**src/rtl/reset_pkg.sv**
```systemverilog
`default_nettype none
// ============================================================================
//  Package     : reset_pkg
//  Description : Shared encodings and constants for the reset sequencer.
//                One-hot state encoding plus the recovery state that any
//                illegal encoding is steered back to.
//  Revision    : 1.0 - initial release
// ============================================================================
package reset_pkg;

    // One-hot, 4-bit state encoding
    typedef enum logic [3:0] {
        ST_HOLD = 4'b0001,
        ST_WAIT = 4'b0010,
        ST_GAP  = 4'b0100,
        ST_DONE = 4'b1000
    } seqState_e;

    // Illegal encodings recover here, with every stage forced back into reset
    localparam seqState_e c_recoveryState = ST_HOLD;

    // Width of the externally visible stage index
    localparam int c_stageIdxW = 3;

endpackage : reset_pkg
`default_nettype wire

```
**src/rtl/sync_2ff.sv**
```systemverilog
`default_nettype none
// ============================================================================
//  Module      : sync_2ff
//  Description : Two-flop synchroniser for a bus of independent async bits.
//                Asynchronously cleared to 0.
//  Revision    : 1.0 - initial release
// ============================================================================
module sync_2ff #(
    parameter int WIDTH = 1
) (
    input  logic             clk,
    input  logic             rst,
    input  logic [WIDTH-1:0] d,
    output logic [WIDTH-1:0] q
);

    logic [WIDTH-1:0] r_meta;
    logic [WIDTH-1:0] r_sync;

    // First flop may go metastable; the second gives it a full cycle to settle
    always_ff @(posedge clk or posedge rst) begin
        if (rst) begin
            r_meta <= '0;
            r_sync <= '0;
        end else begin
            r_meta <= d;
            r_sync <= r_meta;
        end
    end

    assign q = r_sync;

endmodule : sync_2ff
`default_nettype wire

```
**src/rtl/reset_sequencer.sv**
```systemverilog
`default_nettype none
// ============================================================================
//  Module      : reset_sequencer
//  Description : Fans a reset request out to NUM_STAGES subsystems, releasing
//                them in index order. Each stage waits for the previous one
//                to report ready (or time out) plus a fixed gap. Reports
//                completion and a sticky timeout error.
//  Revision    : 1.0 - initial release
// ============================================================================
module reset_sequencer
    import reset_pkg::*;
#(
    parameter int NUM_STAGES     = 4,
    parameter int HOLD_CYCLES    = 16,
    parameter int GAP_CYCLES     = 4,
    parameter int TIMEOUT_CYCLES = 1024,
    parameter int CNT_W          = 11
) (
    input  logic                   clk,
    input  logic                   reset,
    input  logic                   resetIn,
    input  logic [NUM_STAGES-1:0]  readyIn,
    output logic [NUM_STAGES-1:0]  resetOut,
    output logic [c_stageIdxW-1:0] stageIdx,
    output logic                   seqDone,
    output logic                   timeoutErr
);

    localparam logic [CNT_W-1:0]       c_holdLast    = CNT_W'(HOLD_CYCLES - 1);
    localparam logic [CNT_W-1:0]       c_gapLast     = CNT_W'(GAP_CYCLES - 1);
    localparam logic [CNT_W-1:0]       c_timeoutLast = CNT_W'(TIMEOUT_CYCLES - 1);
    localparam logic [CNT_W-1:0]       c_cntOne      = CNT_W'(1);
    localparam logic [c_stageIdxW-1:0] c_lastIdx     = c_stageIdxW'(NUM_STAGES - 1);

    seqState_e               r_state;
    logic [CNT_W-1:0]        r_cnt;
    logic [c_stageIdxW-1:0]  r_stageIdx;
    logic [NUM_STAGES-1:0]   r_resetOut;
    logic                    r_seqDone;
    logic                    r_timeoutErr;
    logic                    r_reqPrev;

    seqState_e               w_stateNext;
    logic [CNT_W-1:0]        w_cntNext;
    logic [c_stageIdxW-1:0]  w_idxNext;
    logic [c_stageIdxW-1:0]  w_idxInc;
    logic [NUM_STAGES-1:0]   w_resetOutNext;
    logic                    w_seqDoneNext;
    logic                    w_timeoutErrNext;
    logic [NUM_STAGES-1:0]   w_readySync;
    logic                    w_readyCur;

    sync_2ff #(
        .WIDTH (NUM_STAGES)
    ) u_readySync (
        .clk (clk),
        .rst (reset),
        .d   (readyIn),
        .q   (w_readySync)
    );

    assign w_idxInc = r_stageIdx + c_stageIdxW'(1);

    // Synchronised ready bit of the stage currently being awaited
    always_comb begin
        w_readyCur = 1'b0;
        for (int j = 0; j < NUM_STAGES; j++) begin
            if (r_stageIdx == c_stageIdxW'(j)) begin
                w_readyCur = w_readySync[j];
            end
        end
    end

    // Next-state and next-output logic; a sequence request overrides everything
    always_comb begin
        w_stateNext      = r_state;
        w_cntNext        = r_cnt;
        w_idxNext        = r_stageIdx;
        w_resetOutNext   = r_resetOut;
        w_seqDoneNext    = r_seqDone;
        w_timeoutErrNext = r_timeoutErr;

        if (resetIn) begin
            w_stateNext      = ST_HOLD;
            w_cntNext        = '0;
            w_idxNext        = '0;
            w_resetOutNext   = '1;
            w_seqDoneNext    = 1'b0;
            w_timeoutErrNext = 1'b0;
        end else begin
            case (r_state)
                ST_HOLD: begin
                    // The edge that first sees the request low only arms the
                    // counter, so resetIn must then stay low HOLD_CYCLES more
                    if (!r_reqPrev) begin
                        if (r_cnt == c_holdLast) begin
                            w_resetOutNext[0] = 1'b0;
                            w_cntNext         = '0;
                            w_idxNext         = '0;
                            w_stateNext       = ST_WAIT;
                        end else begin
                            w_cntNext = r_cnt + c_cntOne;
                        end
                    end
                end
                ST_WAIT: begin
                    // Ready wins over a simultaneous timeout
                    if (w_readyCur || (r_cnt == c_timeoutLast)) begin
                        if (!w_readyCur) begin
                            w_timeoutErrNext = 1'b1;
                        end
                        w_cntNext   = '0;
                        w_stateNext = (r_stageIdx == c_lastIdx) ? ST_DONE : ST_GAP;
                    end else begin
                        w_cntNext = r_cnt + c_cntOne;
                    end
                end
                ST_GAP: begin
                    if (r_cnt == c_gapLast) begin
                        for (int j = 0; j < NUM_STAGES; j++) begin
                            if (w_idxInc == c_stageIdxW'(j)) begin
                                w_resetOutNext[j] = 1'b0;
                            end
                        end
                        w_idxNext   = w_idxInc;
                        w_cntNext   = '0;
                        w_stateNext = ST_WAIT;
                    end else begin
                        w_cntNext = r_cnt + c_cntOne;
                    end
                end
                ST_DONE: begin
                    w_seqDoneNext = 1'b1;
                end
                default: begin
                    w_stateNext    = c_recoveryState;
                    w_cntNext      = '0;
                    w_idxNext      = '0;
                    w_resetOutNext = '1;
                    w_seqDoneNext  = 1'b0;
                end
            endcase
        end
    end

    // State and output registers; async reset puts every stage back into reset
    always_ff @(posedge clk or posedge reset) begin
        if (reset) begin
            r_state      <= ST_HOLD;
            r_cnt        <= '0;
            r_stageIdx   <= '0;
            r_resetOut   <= '1;
            r_seqDone    <= 1'b0;
            r_timeoutErr <= 1'b0;
            r_reqPrev    <= 1'b1;
        end else begin
            r_state      <= w_stateNext;
            r_cnt        <= w_cntNext;
            r_stageIdx   <= w_idxNext;
            r_resetOut   <= w_resetOutNext;
            r_seqDone    <= w_seqDoneNext;
            r_timeoutErr <= w_timeoutErrNext;
            r_reqPrev    <= resetIn;
        end
    end

    assign resetOut   = r_resetOut;
    assign stageIdx   = r_stageIdx;
    assign seqDone    = r_seqDone;
    assign timeoutErr = r_timeoutErr;

endmodule : reset_sequencer
`default_nettype wire

```
**config.mk**
```make
export PLATFORM = sky130hd
export DESIGN_NAME = reset_sequencer
export DESIGN_NICKNAME = d
export VERILOG_FILES = /design/src/rtl/reset_pkg.sv /design/src/rtl/sync_2ff.sv /design/src/rtl/reset_sequencer.sv
export SDC_FILE = /design/constraint.sdc
export NUM_CORES = 1
export LEC_CHECK = 0
export CAP_MARGIN = 10
export CORE_MARGIN = 10
export CORE_UTILIZATION = 35
export CTS_CLUSTER_SIZE = 28
export DETAILED_ROUTE_END_ITERATION = 10
export GPL_ROUTABILITY_DRIVEN = 0
export MAX_ROUTING_LAYER = met4
export PLACE_DENSITY_LB_ADDON = 0.3
export SKIP_CTS_REPAIR_TIMING = 1
export SYNTH_ARGS = -nofsm -noshare
export SYNTH_HDL_FRONTEND = slang
export SYNTH_SLANG_ARGS = --single-unit
```
**constraint.sdc**
```tcl
create_clock -name clk -period 2.4 [get_ports clk]
set_clock_uncertainty 0.05 [all_clocks]
set_input_delay 0.72 -clock clk [delete_from_list [all_inputs] [get_ports clk]]
set_output_delay 0.72 -clock clk [all_outputs]
set_load 0.1 [all_outputs]
```
**Word level (Yosys, flattened, before mapping)**

Cells that the tools add are included.

- Add/subtract/negate cells: 2
- Reduce and logical (&&, ||, !) cells: 16
- Multiplexer cells: 38
- Eq/ne operators: 26

Operator list:

| operator | number |
|---|---|
| 11-bit two-way mux | 5 |
| 11-bit case mux with 4 select lines | 1 |
| 4-bit two-way mux | 8 |
| 3-bit inequality test, second input constant | 8 |
| 4-bit case mux with 4 select lines | 1 |
| 1-bit two-way mux | 15 |
| 3-bit by 2-bit equality test with 1-bit output, second input constant | 4 |
| 3-bit two-way mux | 4 |
| 3-bit AND reduction | 4 |
| 11-bit by 1-bit adder with 11-bit output, second input constant | 1 |
| 11-bit by 10-bit equality test with 1-bit output, second input constant | 1 |
| 11-bit by 2-bit equality test with 1-bit output, second input constant | 1 |
| 11-bit by 4-bit equality test with 1-bit output, second input constant | 1 |
| 5-bit AND reduction | 2 |
| 3-bit case mux with 3 select lines | 1 |
| 3-bit by 1-bit equality test with 1-bit output, second input constant | 2 |
| 3-bit zero test | 2 |
| 2-bit by 1-bit inequality test with 1-bit output, second input constant | 3 |
| 3-bit case mux with 2 select lines | 1 |
| 3-bit OR reduction | 2 |
| 4-bit by 1-bit equality test with 1-bit output, second input constant | 1 |
| 4-bit by 2-bit equality test with 1-bit output, second input constant | 1 |
| 4-bit by 3-bit equality test with 1-bit output, second input constant | 1 |
| 4-bit equality test, second input constant | 1 |
| other kinds (9) | 11 |

- Input port bits: 7
- Logic and storage cells: 94
- Flip-flop bits (word level): 33

**Logic depth before layout (Yosys ltp)**

Gate-level depths: netlist of run 1.

- Depth in word-level cells: 9
- Depth in mapped cells: 7
- Depth with buffers taken out: 7

**Modules after synthesis**

Synthesis of run 1 repeated with hierarchy kept, for this count alone.

- Cell total of the unflattened synthesis: 195
- Area total of the unflattened synthesis: 1855.5 um^2

By module, submodules not included:

| module | instances | area an instance (um^2) | seq. area each (um^2) | cells each |
|---|---|---|---|---|
| reset_sequencer | 1 | 1651.6 | 633.1 | 186 |
| sync_2ff | 1 | 203.9 | 200.2 | 9 |

**Worst setup path before layout of run 1**

OpenSTA, ideal clock, no wires.

- Kind: register -> register
- From: register r_stageIdx[0], in the netlist stageIdx[0]
- To: register r_cnt[9]
- Path slack: -148 ps
- Path buffers: 0
- Cell stages (with the launch flop): 8
- Data required time: 2274 ps
- Arrival: 2422 ps
- Path through: dfrtp_1 inv_1 ha_1 and3b_1 o211ai_1 nor3b_2 o21ai_2 o21ai_1

- Longest elaborated chain between the ends: 9
- Elaborated cells on any way between the ends: 12
- Classes of those cells: 3 x eq/ne; 7 x mux; 2 x reduce/logical

Ends and longest elaborated chain:

| what | line | source |
|---|---|---|
| start, declared | reset_sequencer.sv:37 | `logic [c_stageIdxW-1:0] r_stageIdx;` |
| start signal, assigned | reset_sequencer.sv:159 | `r_stageIdx <= w_idxNext;` |
| 3-bit zero test | reset_sequencer.sv:68 | `if (r_stageIdx == c_stageIdxW'(j)) begin` |
| 1-bit two-way mux (3 in a row) | reset_sequencer.sv:68 |  |
| 1-bit two-way mux (*) | reset_sequencer.sv:68 |  |
| 1-bit logical OR (*) | reset_sequencer.sv:108 | `if (w_readyCur \|\| (r_cnt == c_timeoutLast)) begin` |
| 11-bit two-way mux (*) | reset_sequencer.sv:108 |  |
| 11-bit case mux with 4 select lines (*) | reset_sequencer.sv:91 | `case (r_state)` |
| 11-bit two-way mux (*) | reset_sequencer.sv:83 | `if (resetIn) begin` |
| end signal, assigned | reset_sequencer.sv:158 | `r_cnt <= w_cntNext;` |
| end, declared | reset_sequencer.sv:36 | `logic [CNT_W-1:0] r_cnt;` |

Mark *: on every way between the ends. The rest lies on a longest branch, timed or not.
A chain may end at the register's enable or synchronous reset.

**Worst setup path after layout of run 1**

- From: register r_cnt[6]
- To: register r_stageIdx[0], in the netlist stageIdx[0]

- Longest elaborated chain between the ends: 3
- Elaborated cells on any way between the ends: 5
- Classes of those cells: 4 x eq/ne; 1 x reduce/logical

Ends and longest elaborated chain:

| what | line |
|---|---|
| 11-bit by 2-bit equality test with 1-bit output / 11-bit by 4-bit equality test with 1-bit output (equally long branches) | reset_sequencer.sv:119, reset_sequencer.sv:96 |
| 3-bit inequality test (no source line) | -- |
| 4-bit AND reduction (no source line) (*) | -- |

Marked as above.

==> results.json, run 1 <==
{
  "power_mw": 1.31,
  "depth_of_the_worst_register_to_register_path": 5,
  "synthesis.yosys.warnings": 0,
  "postLayoutCoreUtil": 0.445,
  "grtUsageTotal": 0.104,
  "worst_vdd_ir_mv": 0.346,
  "routed_wl_mm": 4.07,
  "critical-path-max-stage-delay_ps": 470,
  "worstSetupStartpoint": "r_cnt[6]",
  "insertion_delay_ps": 280,
  "synth_nets": 210,
  "netlist-cell-type-count": 49,
  "clock_tree.buffer_depth": 2,
  "area_growth_pct": 22.3,
  "final_nets": 231,
  "drive_above_1_share": 0.206,
  "clk_pin_slew_ps": 70,
  "port_buffers": 15,
  "min_from": "u_readySync.r_meta[1]",
  "multi_input_area_um2": 971,
  "vias": 1479,
  "place.detailed.hpwl_mm": 2.90,
  "antenna_found_initial": 0,
  "timing.setup.critical_path_class": "reg -> reg",
  "avgRoutedWirePerCell_um": 14.1,
  "ios": 16,
  "grt-ovfl-total": 0,
  "first_pass_iters": 7,
  "finalHoldViolations": 0,
  "chipHeight_um": 93.3,
  "die_w_um": 93.3,
  "timing.critical_path.to_type": "flip-flop",
  "number_of_global_route_vias_before_repair": 1445,
  "ys_seq_area_frac": 0.443,
  "netlist_area_um2": 1880,
  "synth_edf_count": 0,
  "ys_dominant_reg_cell": "sky130_fd_sc_hd__dfrtp_1",
  "postSynth.asyncResetShare": 1.00,
  "outcome": "complete, no violations",
  "antenna_violating_nets_post_route": 0,
  "layout.area.seq_um2": 836,
  "critical_path_arrival_ps": 2160,
  "max_clock_freq_mhz": 490,
  "synth-seq-cells": 33,
  "num-fill-cells": 500,
  "power.density_nw_per_um2": 569,
  "cts_buffers": 5,
  "finalMaxSlewViolations": 0,
  "timing.critical_path.from_type": "flip-flop",
  "pin_count_of_the_biggest_net_entering_global_routing": 34,
  "syn_avg_cell_area_um2": 9.59,
  "netlist_instances": 196,
  "cell_at_the_root_of_the_clock_tree": "sky130_fd_sc_hd__clkbuf_8",
  "list_of_cells_traversed_by_the_critical_path": "nor4_4 -> and4_1 -> a21oi_1 -> o31a_1 -> mux2_4",
  "layout_min_cycle_time_ps": 2040,
  "setup_viol_count_final": 0,
  "critical_path.reg2reg.startpoint": "r_cnt[6]",
  "vias_per_cell": 5.14,
  "floorplan.die_area_um2": 8700,
  "fp.coreArea_um2": 5170,
  "final.setup.tns_ps": 0,
  "critPathSlowestCell": "sky130_fd_sc_hd__dfrtp_1",
  "rsz0062_at_grt": "no",
  "tightestPinTransition_ps": 414,
  "final_common_cell": "sky130_fd_sc_hd__nand2_1",
  "cts.htree.levels": 2,
  "final.period_utilization": 0.851,
  "num_rows": 26,
  "most-common-layout-cells": "sky130_fd_sc_hd__nand2_1 (33), sky130_fd_sc_hd__dfrtp_1 (25), sky130_fd_sc_hd__buf_4 (14), sky130_fd_sc_hd__nor2_1 (13), sky130_fd_sc_hd__a21oi_1 (8)",
  "count_of_antenna_diodes_in_the_layout": 0,
  "initial_core_util": 0.364,
  "worst_hold_path.num_cells": 0,
  "critPathMaxFanout": 7,
  "critPathRequiredTime_ps": 2520,
  "drcViolationCount": 0,
  "cts_tree": "built",
  "relSlewSlack": 0.723,
  "power_leakage_nw": 1.03,
  "wire_length_of_the_first_global_routing_pass_mm": 7.23,
  "hp-class": "reg -> reg",
  "max_cap_violations": 0,
  "clock-sinks": 33,
  "initialDrtViolationCount": 47
}
[worst paths after layout]
check	endpoint	slack [ps]
worst max register to register	stageIdx[0]	360
worst min-delay path	u_readySync.q[1]	300
worst max-delay path	stageIdx[0]	360
max in group asynchronous	resetOut[1]	1200
worst min register to register	u_readySync.q[1]	300
min in group asynchronous	u_readySync.r_meta[2]	770
[cells in the mapped netlist, drive strengths merged (5+ instances only)]
master	number	area (um^2)
a21oi	8	40.0
buf	8	42.5
dfrtp	27	676
dfstp	6	158
ha	7	87.6
inv	7	26.3
nand2	33	124
nand3	5	25.0
nor2	13	48.8
o21ai	12	63.8
o221ai	7	61.3
[registers in the layout (all words and copies together) (netlist names)]
register	cells
r_state	4
r_reqPrev	1
r_cnt	11
u_readySync.q	4
resetOut	4
timeoutErr	1
u_readySync.r_meta	4
stageIdx	3
seqDone	1
[report_power, final]
group	leakage [nW]	switching [mW]	internal, mW
logic	0.541	0.0627	0.0392
registers	0.417	0.00941	0.574
clock network	0.0681	0.210	0.413
[layout make-up]
type	instances	share of cell area
Clock buffer	5	0.0299
Clock inverter	3	0.0283
Inverter	7	0.0114
Multi-Input combinational cell	146	0.422
Sequential cell	33	0.363
Tap cell	70	0.0381
Timing Repair Buffer	24	0.107
[per-layer routing]
metal	up-vias	GRT usage	routed length, um
li1	745	-	-
met4	0	0.0347	63
met2	20	0.154	1770
met5	-	-	0
met1	708	0.135	2130
met3	6	0.0264	110
[worst max-delay path, delay by kind of cell, from the launching register on]
family	cells	cell delay (ps)
and+or+nand+nor	2	630
AOI/OAI and AO/OA	2	470
DFF	1	470
muxes	1	310
[through the flow]
stage | hold WS, ps | instance area, um^2 | cells | setup slack, ps
after floorplan | 281 | 1880 | 196 | 150
after global placement | 285 | 2170 | 280 | 174
after detailed placement | 285 | 2170 | 280 | 125
after CTS | 301 | 2300 | 288 | 347
after global routing | 316 | 2300 | 288 | 235
final | 300 | 2300 | 288 | 358
[logic make-up after synthesis]
kind of cell | Yosys count | synth area share
buf+inv | 17 | 0.0406
flops | 33 | 0.443
xor+xnor | 4 | 0.0186
fa+ha+maj | 7 | 0.0466
mux | 4 | 0.0299
simple gates | 86 | 0.252
compound gates | 45 | 0.169
(Power assumes the default switching activity.)
==> run 2: changes to the inputs <==
--- a/config.mk
+++ b/config.mk
@@ -5,14 +5,14 @@
 export SDC_FILE = /design/constraint.sdc
 export NUM_CORES = 1
 export LEC_CHECK = 0
-export CAP_MARGIN = 10
+export CAP_MARGIN = 40
 export CORE_MARGIN = 10
 export CORE_UTILIZATION = 35
 export CTS_CLUSTER_SIZE = 28
 export DETAILED_ROUTE_END_ITERATION = 10
 export GPL_ROUTABILITY_DRIVEN = 0
 export MAX_ROUTING_LAYER = met4
-export PLACE_DENSITY_LB_ADDON = 0.3
+export PLACE_DENSITY_LB_ADDON = 0.12
 export SKIP_CTS_REPAIR_TIMING = 1
 export SYNTH_ARGS = -nofsm -noshare
 export SYNTH_HDL_FRONTEND = slang
==> run 2 against run 1 <==
Net effect:
- utilization is 0.51 points lower
- die area unchanged
- worst setup slack got worse by 3.8 ps
- register-to-register slack hardly changed
- cell count shrank 0.35%
- hold slack barely moved
- sequential power about the same
- first-iteration DRC count down 21%
==> results.json, run 2 (synthesis results as in run 1) <==
{
  "relSlewSlack": 0.697,
  "final_common_cell": "sky130_fd_sc_hd__nand2_1",
  "largest_register_ff_count": 11,
  "clock_power_share": 0.436,
  "netSwitchingPower_mw": 0.292,
  "chipHeight_um": 93.3,
  "first_pass_iters": 4,
  "finalMaxSlewViolations": 0,
  "clock_tree.buffer_depth": 2,
  "tightestPinTransition_ps": 453,
  "final_nets": 230,
  "final.setup.tns_ps": 0,
  "worst_slack_setup_final_ps": 355,
  "cellInternalPower_mw": 0.923,
  "finalHoldViolations": 0,
  "number_of_global_route_vias_before_repair": 1629,
  "power.combinational.fraction": 0.084,
  "max_clock_freq_mhz": 489,
  "routed_wl_mm": 4.34,
  "cts_tree": "built",
  "layout.cell_area.non_filler_um2": 2270,
  "postLayoutCoreUtil": 0.440,
  "postPlaceCellArea_um2": 2160,
  "timing.critical_path.to_type": "flip-flop",
  "clk_pin_slew_ps": 80,
  "floorplan.die_area_um2": 8700,
  "cts.htree.levels": 2,
  "fp.coreArea_um2": 5170,
  "clock-sinks": 33,
  "top_register": "r_cnt",
  "grt-ovfl-total": 0,
  "sequentialPowerShare": 0.480,
  "critical_path_arrival_ps": 2170,
  "rsz0062_at_grt": "no",
  "antenna_found_initial": 0,
  "num_rows": 26,
  "drcViolationCount": 0,
  "multi_input_area_um2": 971,
  "dp_slack_ps": 149,
  "area_growth_pct": 20.9,
  "die_w_um": 93.3,
  "worst_vdd_ir_mv": 0.351,
  "antenna_violating_nets_post_route": 0,
  "ios": 16,
  "cts_buffers": 5,
  "avgRoutedWirePerCell_um": 15.1,
  "power.density_nw_per_um2": 535,
  "power_leakage_nw": 1.01,
  "grtUsageTotal": 0.114,
  "num-fill-cells": 500,
  "pin_count_of_the_biggest_net_entering_global_routing": 34,
  "vias_per_cell": 5.31,
  "final.period_utilization": 0.852,
  "critPathRequiredTime_ps": 2520,
  "port_buffers": 15,
  "hp-class": "reg -> reg",
  "initialDrtViolationCount": 37,
  "place.detailed.hpwl_mm": 3.09,
  "timing.setup.critical_path_class": "reg -> reg",
  "layout.area.seq_um2": 836,
  "setup_viol_count_final": 0,
  "max_cap_violations": 0,
  "timing.critical_path.from_type": "flip-flop",
  "critPathMaxFanout": 7,
  "insertion_delay_ps": 290,
  "outcome": "complete, no violations",
  "cell_at_the_root_of_the_clock_tree": "sky130_fd_sc_hd__clkbuf_8",
  "most-common-layout-cells": "sky130_fd_sc_hd__nand2_1 (33), sky130_fd_sc_hd__dfrtp_1 (25), sky130_fd_sc_hd__nor2_1 (13), sky130_fd_sc_hd__buf_4 (13), sky130_fd_sc_hd__a21oi_1 (8)",
  "vias": 1523,
  "wire_length_of_the_first_global_routing_pass_mm": 7.83,
  "p_sw_frac": 0.240,
  "drive_above_1_share": 0.203,
  "initial_core_util": 0.364,
  "count_of_antenna_diodes_in_the_layout": 0,
  "layout_min_cycle_time_ps": 2050
}
-- run 2: area by class of cell --
cell class,instances,area share
Inverter,7,0.0116
Tap cell,70,0.0385
Timing Repair Buffer,23,0.105
Clock inverter,3,0.0204
Multi-Input combinational cell,146,0.427
Sequential cell,33,0.368
Clock buffer,5,0.0303
-- run 2: metal layers --
metal / part of all wire / routed length, um / GRT usage / up-vias
li1: - / - / - / 742
met1: 0.46 / 1990 / 0.128 / 755
met2: 0.50 / 2170 / 0.192 / 19
met3: 0.034 / 149 / 0.0328 / 7
met4: 0.0074 / 32 / 0.0334 / 0
met5: 0 / 0 / - / -
-- run 2: power by group through the flow --
stage | sequential (mW) | clock [mW] | combinational [mW]
floorplan | 0.616 | 0 | 0.0361
global placement | 0.593 | 0 | 0.103
detailed placement | 0.594 | 0 | 0.104
CTS | 0.583 | 0.547 | 0.105
global route | 0.585 | 0.574 | 0.112
finish | 0.583 | 0.530 | 0.102
-- run 2: final timing paths --
check                                      startpoint  depth (start not counted)          endpoint  slack, ps
worst max-delay path                         r_cnt[6]                          5       stageIdx[0]        350
worst min-delay path            u_readySync.r_meta[3]                          0  u_readySync.q[3]        300
worst max register to register               r_cnt[6]                          5       stageIdx[0]        350
worst min register to register  u_readySync.r_meta[3]                          0  u_readySync.q[3]        300
max in group asynchronous                       reset                          3        r_state[0]       1180
min in group asynchronous                       reset                          3          r_cnt[8]        770
-- run 2: stage by stage --
step | hold slack, ps | power [mW] | instances
6_report | 300 | 1.22 | 287
5_1_grt | 312 | 1.27 | 287
4_1_cts | 303 | 1.23 | 287
3_5_place_dp | 286 | 0.698 | 279
3_3_place_gp | 283 | 0.696 | 279
2_1_floorplan | 281 | 0.652 | 196
-- run 2: worst max-delay path: stages, from the launching register on --
cell	delay, ps
sky130_fd_sc_hd__dfrtp_1	470
sky130_fd_sc_hd__nor4_4	360
sky130_fd_sc_hd__and4_1	250
sky130_fd_sc_hd__a21oi_1	90
sky130_fd_sc_hd__o31a_1	380
sky130_fd_sc_hd__mux2_4	320
==> run 3: changes to the inputs <==
--- a/config.mk
+++ b/config.mk
@@ -10,6 +10,7 @@
 export CORE_UTILIZATION = 35
 export CTS_CLUSTER_SIZE = 28
 export DETAILED_ROUTE_END_ITERATION = 10
+export DONT_BUFFER_PORTS = 1
 export GPL_ROUTABILITY_DRIVEN = 0
 export MAX_ROUTING_LAYER = met4
 export PLACE_DENSITY_LB_ADDON = 0.12
==> run 3 against run 2 <==
Net effect:
- clock power increased by 2%
- largest cell class unchanged
- first-iteration DRC count is 5.4% higher
- power is 1.5% lower
- critical path type unchanged
==> results.json, run 3 (synthesis results as in run 1) <==
{
  "outcome": "complete, no violations",
  "min_to": "u_readySync.q[3]",
  "largest_register_ff_count": 11,
  "grtUsageTotal": 0.108,
  "initial_core_util": 0.364,
  "cts_buffers": 5,
  "worst_vdd_ir_mv": 0.337,
  "clock-sinks": 33,
  "wire_length_of_the_first_global_routing_pass_mm": 7.39,
  "wire_length_on_met2_mm": 2.14,
  "routed_wl_mm": 4.39,
  "insertion_delay_ps": 290,
  "avgRoutedWirePerCell_um": 15.9,
  "drcViolationCount": 0,
  "final_nets": 218,
  "met3_wirelength_um": 178,
  "cell_at_the_root_of_the_clock_tree": "sky130_fd_sc_hd__clkbuf_8",
  "power_leakage_nw": 0.941,
  "critPathMaxFanout": 11,
  "r2r_setup_slack_ps": 390,
  "num-fill-cells": 512,
  "layout.area.seq_um2": 836,
  "place.detailed.hpwl_mm": 3.14,
  "initialDrtViolationCount": 39,
  "power.density_nw_per_um2": 560,
  "ios": 16,
  "finalMaxSlewViolations": 0,
  "relSlewSlack": 0.658,
  "clk_pin_slew_ps": 80,
  "cts.htree.levels": 2,
  "most-common-layout-cells": "sky130_fd_sc_hd__nand2_1 (33), sky130_fd_sc_hd__dfrtp_1 (25), sky130_fd_sc_hd__nor2_1 (13), sky130_fd_sc_hd__buf_4 (10), sky130_fd_sc_hd__a21oi_1 (8)",
  "vias": 1467,
  "grt-ovfl-total": 0,
  "pin_count_of_the_biggest_net_entering_global_routing": 34,
  "layout_min_cycle_time_ps": 2010,
  "count_of_antenna_diodes_in_the_layout": 0,
  "timing.critical_path.to_type": "flip-flop",
  "critPathRequiredTime_ps": 2520,
  "hp-class": "reg -> reg",
  "critical_path_arrival_ps": 2140,
  "finalHoldViolations": 0,
  "timing.setup.critical_path_class": "reg -> reg",
  "power_mw": 1.20,
  "setup_viol_count_final": 0,
  "die_w_um": 93.3,
  "cts_tree": "built",
  "port_buffers": 0,
  "worst_hold_path.num_cells": 0,
  "clock_tree.buffer_depth": 2,
  "depth_of_the_worst_register_to_register_path": 5,
  "critical_path.reg2reg.startpoint": "r_state[0]",
  "multi_input_area_um2": 971,
  "rsz0062_at_grt": "no",
  "r2r-end": "stageIdx[1]",
  "antenna_violating_nets_post_route": 0,
  "first_pass_iters": 4,
  "fp.coreArea_um2": 5170,
  "tightestPinTransition_ps": 514,
  "wirelength_met1_mm": 2.03,
  "vias_per_cell": 5.33,
  "final.period_utilization": 0.839,
  "chipHeight_um": 93.3,
  "max_clock_freq_mhz": 496,
  "number_of_global_route_vias_before_repair": 1489,
  "dr.max_layer_used": "met4",
  "timing.critical_path.from_type": "flip-flop",
  "final_common_cell": "sky130_fd_sc_hd__nand2_1",
  "final.setup.tns_ps": 0,
  "max_cap_violations": 0,
  "floorplan.die_area_um2": 8700,
  "antenna_found_initial": 0,
  "area_growth_pct": 13.7,
  "top_register": "r_cnt",
  "drive_above_1_share": 0.185,
  "min_from": "u_readySync.r_meta[3]",
  "num_rows": 26
}
run 3: worst max path at each step:
stage,start,end
final,r_state[0],stageIdx[1]
after global routing,r_state[0],stageIdx[1]
after CTS,r_state[0],stageIdx[1]
after detailed placement,r_state[0],stageIdx[1]
after global placement,r_state[0],stageIdx[0]
after floorplan,stageIdx[2],r_cnt[9]
run 3: routing by layer:
| metal | GRT usage | vias up |
|---|---|---|
| met5 | - | - |
| li1 | - | 717 |
| met4 | 0.0347 | 0 |
| met2 | 0.176 | 31 |
| met3 | 0.0312 | 7 |
| met1 | 0.125 | 712 |
run 3: worst max-delay path, cell delays in order, from the launching register on:
cell and delay (ps):
sky130_fd_sc_hd__dfstp_2 660, sky130_fd_sc_hd__nand2_1 70, sky130_fd_sc_hd__mux2_2 270, sky130_fd_sc_hd__nor4_2 220
sky130_fd_sc_hd__o31a_1 300, sky130_fd_sc_hd__mux2_4 330
run 3: layout make-up:
| class | instances | area share |
|---|---|---|
| Clock inverter | 3 | 0.0217 |
| Sequential cell | 33 | 0.391 |
| Timing Repair Buffer | 11 | 0.0480 |
| Multi-Input combinational cell | 146 | 0.454 |
| Inverter | 7 | 0.0123 |
| Clock buffer | 5 | 0.0322 |
| Tap cell | 70 | 0.0410 |
run 3: per-stage QoR:
step | utilization | instance area (um^2) | setup slack (ps) | std cells | hold slack [ps]
after floorplan | - | 1880 | 150 | 196 | 281
after global placement | 0.386 | 2000 | 441 | 266 | 284
after detailed placement | 0.391 | 2020 | 406 | 267 | 285
after CTS | 0.413 | 2140 | 393 | 275 | 302
after global routing | 0.413 | 2140 | 235 | 275 | 310
final | 0.413 | 2140 | 386 | 275 | 300
run 3: power by group:
part,switching [mW],internal [mW],total (mW)
combinational,0.0306,0.0154,0.0461
sequential,0.0341,0.574,0.608
clock,0.233,0.311,0.543
